<file path="src/rtl/sc2110_deserial_unpack_module.sv">
// SC2110 LVDS receive lane unpacker: buffers CHxBW deserialised words in a small FIFO
// and streams the de-interleaved pixels out one per clock with first/last markers.
module sc2110_deserial_unpack_module #(
   parameter int CH    = 4,
   parameter int BW    = 12,
   parameter int DEPTH = 2
) (
   input  logic             i_clk,
   input  logic             i_rstn,
   input  logic             i_dvld,
   input  logic [CH*BW-1:0] i_data,
   input  logic             i_order,
   input  logic             i_clr_ovf,
   output logic [BW-1:0]    o_data,
   output logic             o_dvld,
   output logic             o_first,
   output logic             o_last,
   output logic             o_busy,
   output logic             o_ovf
);

   localparam int AW  = $clog2(DEPTH);
   localparam int PW  = AW + 1;
   localparam int BTW = $clog2(CH);
   localparam int WW  = CH * BW;

   localparam logic [0:0]     ST_IDLE   = 1'b0;
   localparam logic [0:0]     ST_EMIT   = 1'b1;
   localparam logic [BTW-1:0] LAST_BEAT = BTW'(CH - 1);

   logic [WW-1:0]         mem [DEPTH];
   logic [PW-1:0]         wr_ptr_reg, rd_ptr_reg;
   logic [0:0]            state_reg;
   logic [BTW-1:0]        beat_reg;
   logic [WW-1:0]         unpack_reg;
   logic                  order_reg;

   logic                  empty, full, pop, push, drop;
   logic [WW-1:0]         head_word, src_word;
   logic                  order_next;
   logic [BTW-1:0]        beat_inc, beat_next, sel_ch;
   logic [CH-1:0][BW-1:0] chan_pix;
   logic [BW-1:0]         pix_next;

   assign empty = (wr_ptr_reg == rd_ptr_reg);
   assign full  = (wr_ptr_reg[AW] != rd_ptr_reg[AW]) &&
                  (wr_ptr_reg[AW-1:0] == rd_ptr_reg[AW-1:0]);

   // Reload happens from IDLE or straight after the last beat, so words chain without a bubble.
   assign pop  = !empty && ((state_reg == ST_IDLE) || (beat_reg == LAST_BEAT));
   assign push = i_dvld && (!full || pop);
   assign drop = i_dvld && full && !pop;

   assign head_word  = mem[rd_ptr_reg[AW-1:0]];
   assign src_word   = pop ? head_word : unpack_reg;
   assign order_next = pop ? i_order : order_reg;
   assign beat_inc   = beat_reg + BTW'(1);
   assign beat_next  = pop ? '0 : beat_inc;
   assign sel_ch     = order_next ? beat_next : (LAST_BEAT - beat_next);

   genvar gi, gj;
   generate
      for (gi = 0; gi < CH; gi++) begin : g_ch
         for (gj = 0; gj < BW; gj++) begin : g_bit
            assign chan_pix[gi][gj] = src_word[gj*CH + gi];
         end
      end
   endgenerate

   assign pix_next = chan_pix[sel_ch];
   assign o_busy   = !empty || (state_reg == ST_EMIT) || o_dvld;

   always_ff @(posedge i_clk) begin
      if (push) mem[wr_ptr_reg[AW-1:0]] <= i_data;
   end

   always_ff @(posedge i_clk or negedge i_rstn) begin
      if (!i_rstn) begin
         wr_ptr_reg <= '0;
         rd_ptr_reg <= '0;
         state_reg  <= ST_IDLE;
         beat_reg   <= '0;
         unpack_reg <= '0;
         order_reg  <= 1'b0;
         o_data     <= '0;
         o_dvld     <= 1'b0;
         o_first    <= 1'b0;
         o_last     <= 1'b0;
         o_ovf      <= 1'b0;
      end else begin
         if (push) wr_ptr_reg <= wr_ptr_reg + PW'(1);
         if (pop)  rd_ptr_reg <= rd_ptr_reg + PW'(1);

         if (drop)           o_ovf <= 1'b1;
         else if (i_clr_ovf) o_ovf <= 1'b0;

         // Beat 0 is driven from the FIFO head in the same edge that pops it.
         if (pop) begin
            unpack_reg <= head_word;
            order_reg  <= i_order;
            beat_reg   <= '0;
            state_reg  <= ST_EMIT;
            o_data     <= pix_next;
            o_dvld     <= 1'b1;
            o_first    <= 1'b1;
            o_last     <= 1'b0;
         end else if ((state_reg == ST_EMIT) && (beat_reg != LAST_BEAT)) begin
            beat_reg   <= beat_inc;
            o_data     <= pix_next;
            o_dvld     <= 1'b1;
            o_first    <= 1'b0;
            o_last     <= (beat_inc == LAST_BEAT);
         end else begin
            state_reg  <= ST_IDLE;
            o_data     <= '0;
            o_dvld     <= 1'b0;
            o_first    <= 1'b0;
            o_last     <= 1'b0;
         end
      end
   end

endmodule

</file>
<file path="config.mk">
export PLATFORM = sky130hd
export DESIGN_NAME = sc2110_deserial_unpack_module
export DESIGN_NICKNAME = d
export VERILOG_FILES = /design/src/rtl/sc2110_deserial_unpack_module.sv
export SDC_FILE = /design/constraint.sdc
export NUM_CORES = 1
export LEC_CHECK = 0
export ABC_AREA = 1
export BUFFER_PORTS_ARGS = -buffer_cell sky130_fd_sc_hd__buf_2
export CORE_AREA = 2 2 125 127
export DETAILED_ROUTE_END_ITERATION = 7
export DIE_AREA = 0 0 127 129
export PLACE_DENSITY = 0.65
export REMOVE_ABC_BUFFERS = 1
export SYNTH_ARGS = -nofsm -noshare
export SYNTH_HDL_FRONTEND = slang
export SYNTH_SLANG_ARGS = --single-unit
</file>
<file path="constraint.sdc">
create_clock -name i_clk -period 6.65 [get_ports i_clk]
set_input_delay 1.33 -clock i_clk [delete_from_list [all_inputs] [get_ports i_clk]]
set_output_delay 1.33 -clock i_clk [all_outputs]
set_load 0.02 [all_outputs]
</file>
=== Word level (Yosys, flattened, before mapping) ===
Memory sizes are Yosys's and may differ from the RTL's.
Cells that the tools add are included.

* Memories: 1
* Input bits: 53
* Flip-flop bits (word level): 72
* Bits in read-only memories: 0
* Output and inout bits: 17
* Bits in writable memories: 96
* Latch bits: 0
* Logic and storage cells: 61

{| class="wikitable"
|+ Memory list
! memory !! words !! width !! read ports !! clocked after memory_dff !! write ports !! line !! text
|-
| mem || 2 || 48 || 1 || 0 || 1 || 31 || <nowiki>logic [WW-1:0] mem [DEPTH];</nowiki>
|}

* Shift-type cells: 0
* Add/subtract/negate cells: 4
* Mux-type cells: 21
* Equal/unequal tests: 7
* Magnitude comparators: 1
* Multiply operators: 0
* Reduce and logical (&&, ||, !) cells: 15
* Div/mod/pow operators: 0
* Bitwise gates (word level): 1

{| class="wikitable"
|+ Operators by type and width
! operator !! count
|-
| two-way mux 48 bit || 1
|-
| two-way mux 12 bit || 3
|-
| binary-select mux 12 bit (select 2 bit) || 1
|-
| two-way mux 1 bit || 12
|-
| two-way mux 2 bit || 4
|-
| adder 2 x 1 -> 2 bit (second input constant) || 3
|-
| logical AND 1 bit || 6
|-
| == test 2 bit (second input constant) || 2
|-
| logical OR 1 bit || 4
|-
| != test 2 bit (second input constant) || 2
|-
| nonzero test 2 bit || 2
|-
| zero test 1 bit || 3
|-
| < comparator 2 x 3 -> 1 bit (second input constant) || 1
|-
| == test 2 bit || 1
|-
| subtractor 2 bit (first input constant) || 1
|-
| == test 1 bit || 1
|-
| != test 1 bit || 1
|-
| inverter 1 bit || 1
|}

=== Depth between registers and ports, before layout ===
* Depth in word-level cells: 10
* Mapped depth: 14
* Mapped depth without buffers: 12

=== Worst setup path after synthesis ===
Ideal clock, no wire load.

* Path type: input to register
* From: input i_dvld
* To: memory mem[0][0] (netlist name), enable pin
* Required time: 6.196 ns
* Buffers on the path: 0
* Cell stages on the path: 2
* Library setup time: 0.454 ns
* Arrival: 3.423 ns
* Path slack: 2.774 ns
* Cell sequence: nand2_1 nor2_1

* Word-level cells in the longest chain between the ends: 3

{| class="wikitable"
|+ RTL lines
! element !! line !! text
|-
| from (decl) || 10 || <nowiki>input logic i_dvld,</nowiki>
|-
| logical AND 1 bit || 51 || <nowiki>assign push = i_dvld && (!full || pop);</nowiki>
|-
| two-way mux 1 bit || 74 || <nowiki>if (push) mem[wr_ptr_reg[AW-1:0]] <= i_data;</nowiki>
|-
| two-way mux 1 bit (not written as such) || 74 ||
|-
| to (decl) || 31 ||
|}

No other way between the ends.

=== Final worst setup path ===
* From: register rd_ptr_reg[0]
* To: output o_busy

* Word-level cells in the longest chain between the ends: 4

{| class="wikitable"
|+ RTL lines
! element !! line !! text
|-
| from (decl) || 32 || <nowiki>logic [PW-1:0] wr_ptr_reg, rd_ptr_reg;</nowiki>
|-
| from (signal assigned) || 92 || <nowiki>if (pop) rd_ptr_reg <= rd_ptr_reg + PW'(1);</nowiki>
|-
| == test 2 bit || 45 || <nowiki>assign empty = (wr_ptr_reg == rd_ptr_reg);</nowiki>
|-
| zero test 1 bit || 71 || <nowiki>assign o_busy = !empty || (state_reg == ST_EMIT) || o_dvld;</nowiki>
|-
| logical OR 1 bit (2 in a row) || 71 ||
|-
| to (decl) || 18 || <nowiki>output logic o_busy,</nowiki>
|}

No other way between the ends.

==> metrics.cfg <==
[logic_synthesis]
synth_top_area_cell = edfxtp_1
synth-simple-area-share = 0.184
synth_xor_area_frac = 0.00252
synth_warnings = 0
synth-compound-area-share = 0.0462
yosysSeqAreaShare = 0.673
ys_ff_latch = 168
synth_adder_area_share = 0.00359
synth_area_um2 = 6960
avgSynthCellArea_um2 = 10.2
netlist.area_leader.share = 0.414
synthMuxAreaShare = 0
synth_top_family_by_area = simple AND/OR/NAND/NOR gates
synthTopCellsByArea = edfxtp_1 41%, dfrtp_1 26%, nand2_1 12%
netlist_instances = 683
synth.distinct_cells = 25

[sta]
slew_headroom = 0.410
rsz0062_at_grt = false
finalSetupTns_ns = 0
fmax_mhz = 273
hold_viol = 0
slew_violations = 0
finalCritPeriodShare = 0.550
period_needed_ns = 3.66
setup_viol_count_final = 0
skew_ns = 0.00799
tightestPinTransition_ns = 0.886

[floorplanning]
die_height_um = 129
io-pin-count = 70
start_util = 0.465
coreArea_um2 = 15000
fp-row-count = 45
die_x_um = 127
die-area_um2 = 16400

[setup_path]
crit_path_start_kind = flip-flop
worst-setup-path-type = flip-flop to output pin
cp-end-kind = output pin
reg2reg_depth = 11
required_ns = 5.32
timing.rr.end = o_data[4]
arrival_ns = 2.33
crit_path_max_fanout = 51
rr_startpoint = rd_ptr_reg[0]
r2r_setup_slack_ns = 3.11

[power]
peakVddDrop_v = 0.000269
netSwitchingPower_mw = 1.79
power_density_nw_per_um2 = 563
p_clk_frac = 0.218
leakagePower_nw = 3.80
combPwrFrac = 0.412
intPower_mw = 2.70
switching_share = 0.399
p_seq_frac = 0.370

[route]
ant_nets = 0
drt_pass1_iterations = 5
first_iter_violations = 327
post-route-drc-count = 0
wl_mm = 13.0
num_vias = 4497
avgRoutedWirePerCell_um = 13.7
via_per_inst = 4.77

[grt]
antenna_found_initial = 0
grt_first_pass_wirelength_mm = 21.8
grt-ovfl-total = 0
grt_max_degree = 107
grt_pass1_vias = 4440
grt_use_total = 0.172

[cts]
cts_resized = 0
clock_sinks = 168
ctsHoldBuffers = 0
cts_tree = built
path_clk_slew_ns = 0.06
clk_latency_ns = 0.43
htreeDepth = 4
postCtsSetupRepairBufs = 0
clockBufferDepth = 2
cts_root_buffer = clkbuf_16
cts_buffers = 17

[placement]
dp_hpwl_mm = 8.45
gp_congestion = 0.811
placed_cells = 911
io_buffer_count = 69

[flow_run]
cap_violations = 0

[final_layout]
drive_gt1_frac = 0.154
fillers = 1333
n_antenna_cell = 0
nNetsFinal = 797
area_growth_pct = 14.5
largest_reg_flops = 96
finalNonFillerCells = 943

[hold_path]
holdPathStages = 1
hp-start = wr_ptr_reg[1]
hold_end = wr_ptr_reg[1]
min_path_type = flip-flop to flip-flop

[run_status]
status = complete, no violations

[synthesized netlist by cell type, drive strengths merged]
| cell type | count |
|---|---|
| edfxtp | 96 |
| nand4 | 1 |
| clkbuf | 9 |
| inv | 112 |
| buf | 23 |
| dfrtp | 72 |
| nand3 | 67 |
| ha | 2 |
| a21oi | 13 |
| o22ai | 1 |
| nor2 | 8 |
| nand2 | 227 |
| o21ai | 50 |
| xor2 | 2 |
[worst max-delay path by stage]
stage / start / to / cells past startpoint
final: rd_ptr_reg[0] / o_busy / 8
after global placement: rd_ptr_reg[0] / o_data[8] / 11
after global routing: rd_ptr_reg[0] / o_data[10] / 11
after detailed placement: rd_ptr_reg[0] / o_data[10] / 11
after CTS: rd_ptr_reg[0] / o_busy / 8
after floorplan: rd_ptr_reg[0] / mem[0][0] / 8
[cell usage in the layout (no fill, tap or decap), drive strengths merged, types with 2 or more instances in the layout]
cell	instances
nand2	227
inv	112
edfxtp	96
dfrtp	72
buf	72
nand3	67
o21ai	50
clkbuf	26
a21oi	13
nor2	8
clkinv	4
xor2	2
ha	2
[metal layers]
layer / track usage / wire length [um] / up-vias
met3: 0.0374 / 553 / 19
li1: - / - / 2283
met1: 0.228 / 5830 / 2095
met4: 0.0718 / 216 / 0
met5: 0 / 0 / -
met2: 0.280 / 6370 / 100
[cells by family (layout without fill, tap and decap cells)]
| family | Yosys count | in the layout |
|---|---|---|
| AND/OR/NAND/NOR | 303 | 303 |
| flip-flops | 168 | 168 |
| AO/OA/AOI/OAI | 64 | 64 |
| XOR/XNOR | 2 | 2 |
| adder cells (fa/ha/maj) | 2 | 2 |
| buffers and inverters | 144 | 216 |
[critical path, stage by stage (launching register included)]
cell and delay (ns):
dfrtp_1 0.35, buf_4 0.28, inv_2 0.65, nand2_2 0.11, nand2_2 0.11, nand2_4 0.08, inv_1 0.10, nand2_1 0.06
buf_2 0.15
[area by class of cell]
cell class,instances,area [um^2],area share
clock buffer,26,544,0.0683
clock inverter,6,57.6,0.00722
inverter,112,420,0.0527
multi-input combinational,371,1660,0.208
sequential,168,4680,0.588
tap,188,235,0.0295
timing repair buffer,72,370,0.0465
[power groups by stage]
stage,clock [mW],combinational (mW),sequential (mW)
floorplan,0,1.27,1.73
global placement,0,1.78,1.68
detailed placement,0,1.86,1.69
CTS,1.00,1.87,1.67
global route,1.04,2.13,1.70
finish,0.978,1.85,1.66
[per-stage QoR]
| stage | utilization | hold WS, ns | cell area, um^2 | worst slack (ns) | power, mW |
|---|---|---|---|---|---|
| 3_5_place_dp | 0.492 | 0.492 | 7370 | 3.02 | 3.54 |
| 6_report | 0.532 | 0.499 | 7970 | 2.99 | 4.49 |
| 2_1_floorplan | - | 0.463 | 6750 | 1.68 | 3.01 |
| 4_1_cts | 0.532 | 0.499 | 7970 | 2.89 | 4.54 |
| 3_3_place_gp | 0.492 | 0.480 | 7370 | 3.23 | 3.45 |
| 5_1_grt | 0.532 | 0.531 | 7970 | 2.66 | 4.87 |
(Power assumes the default switching activity.)
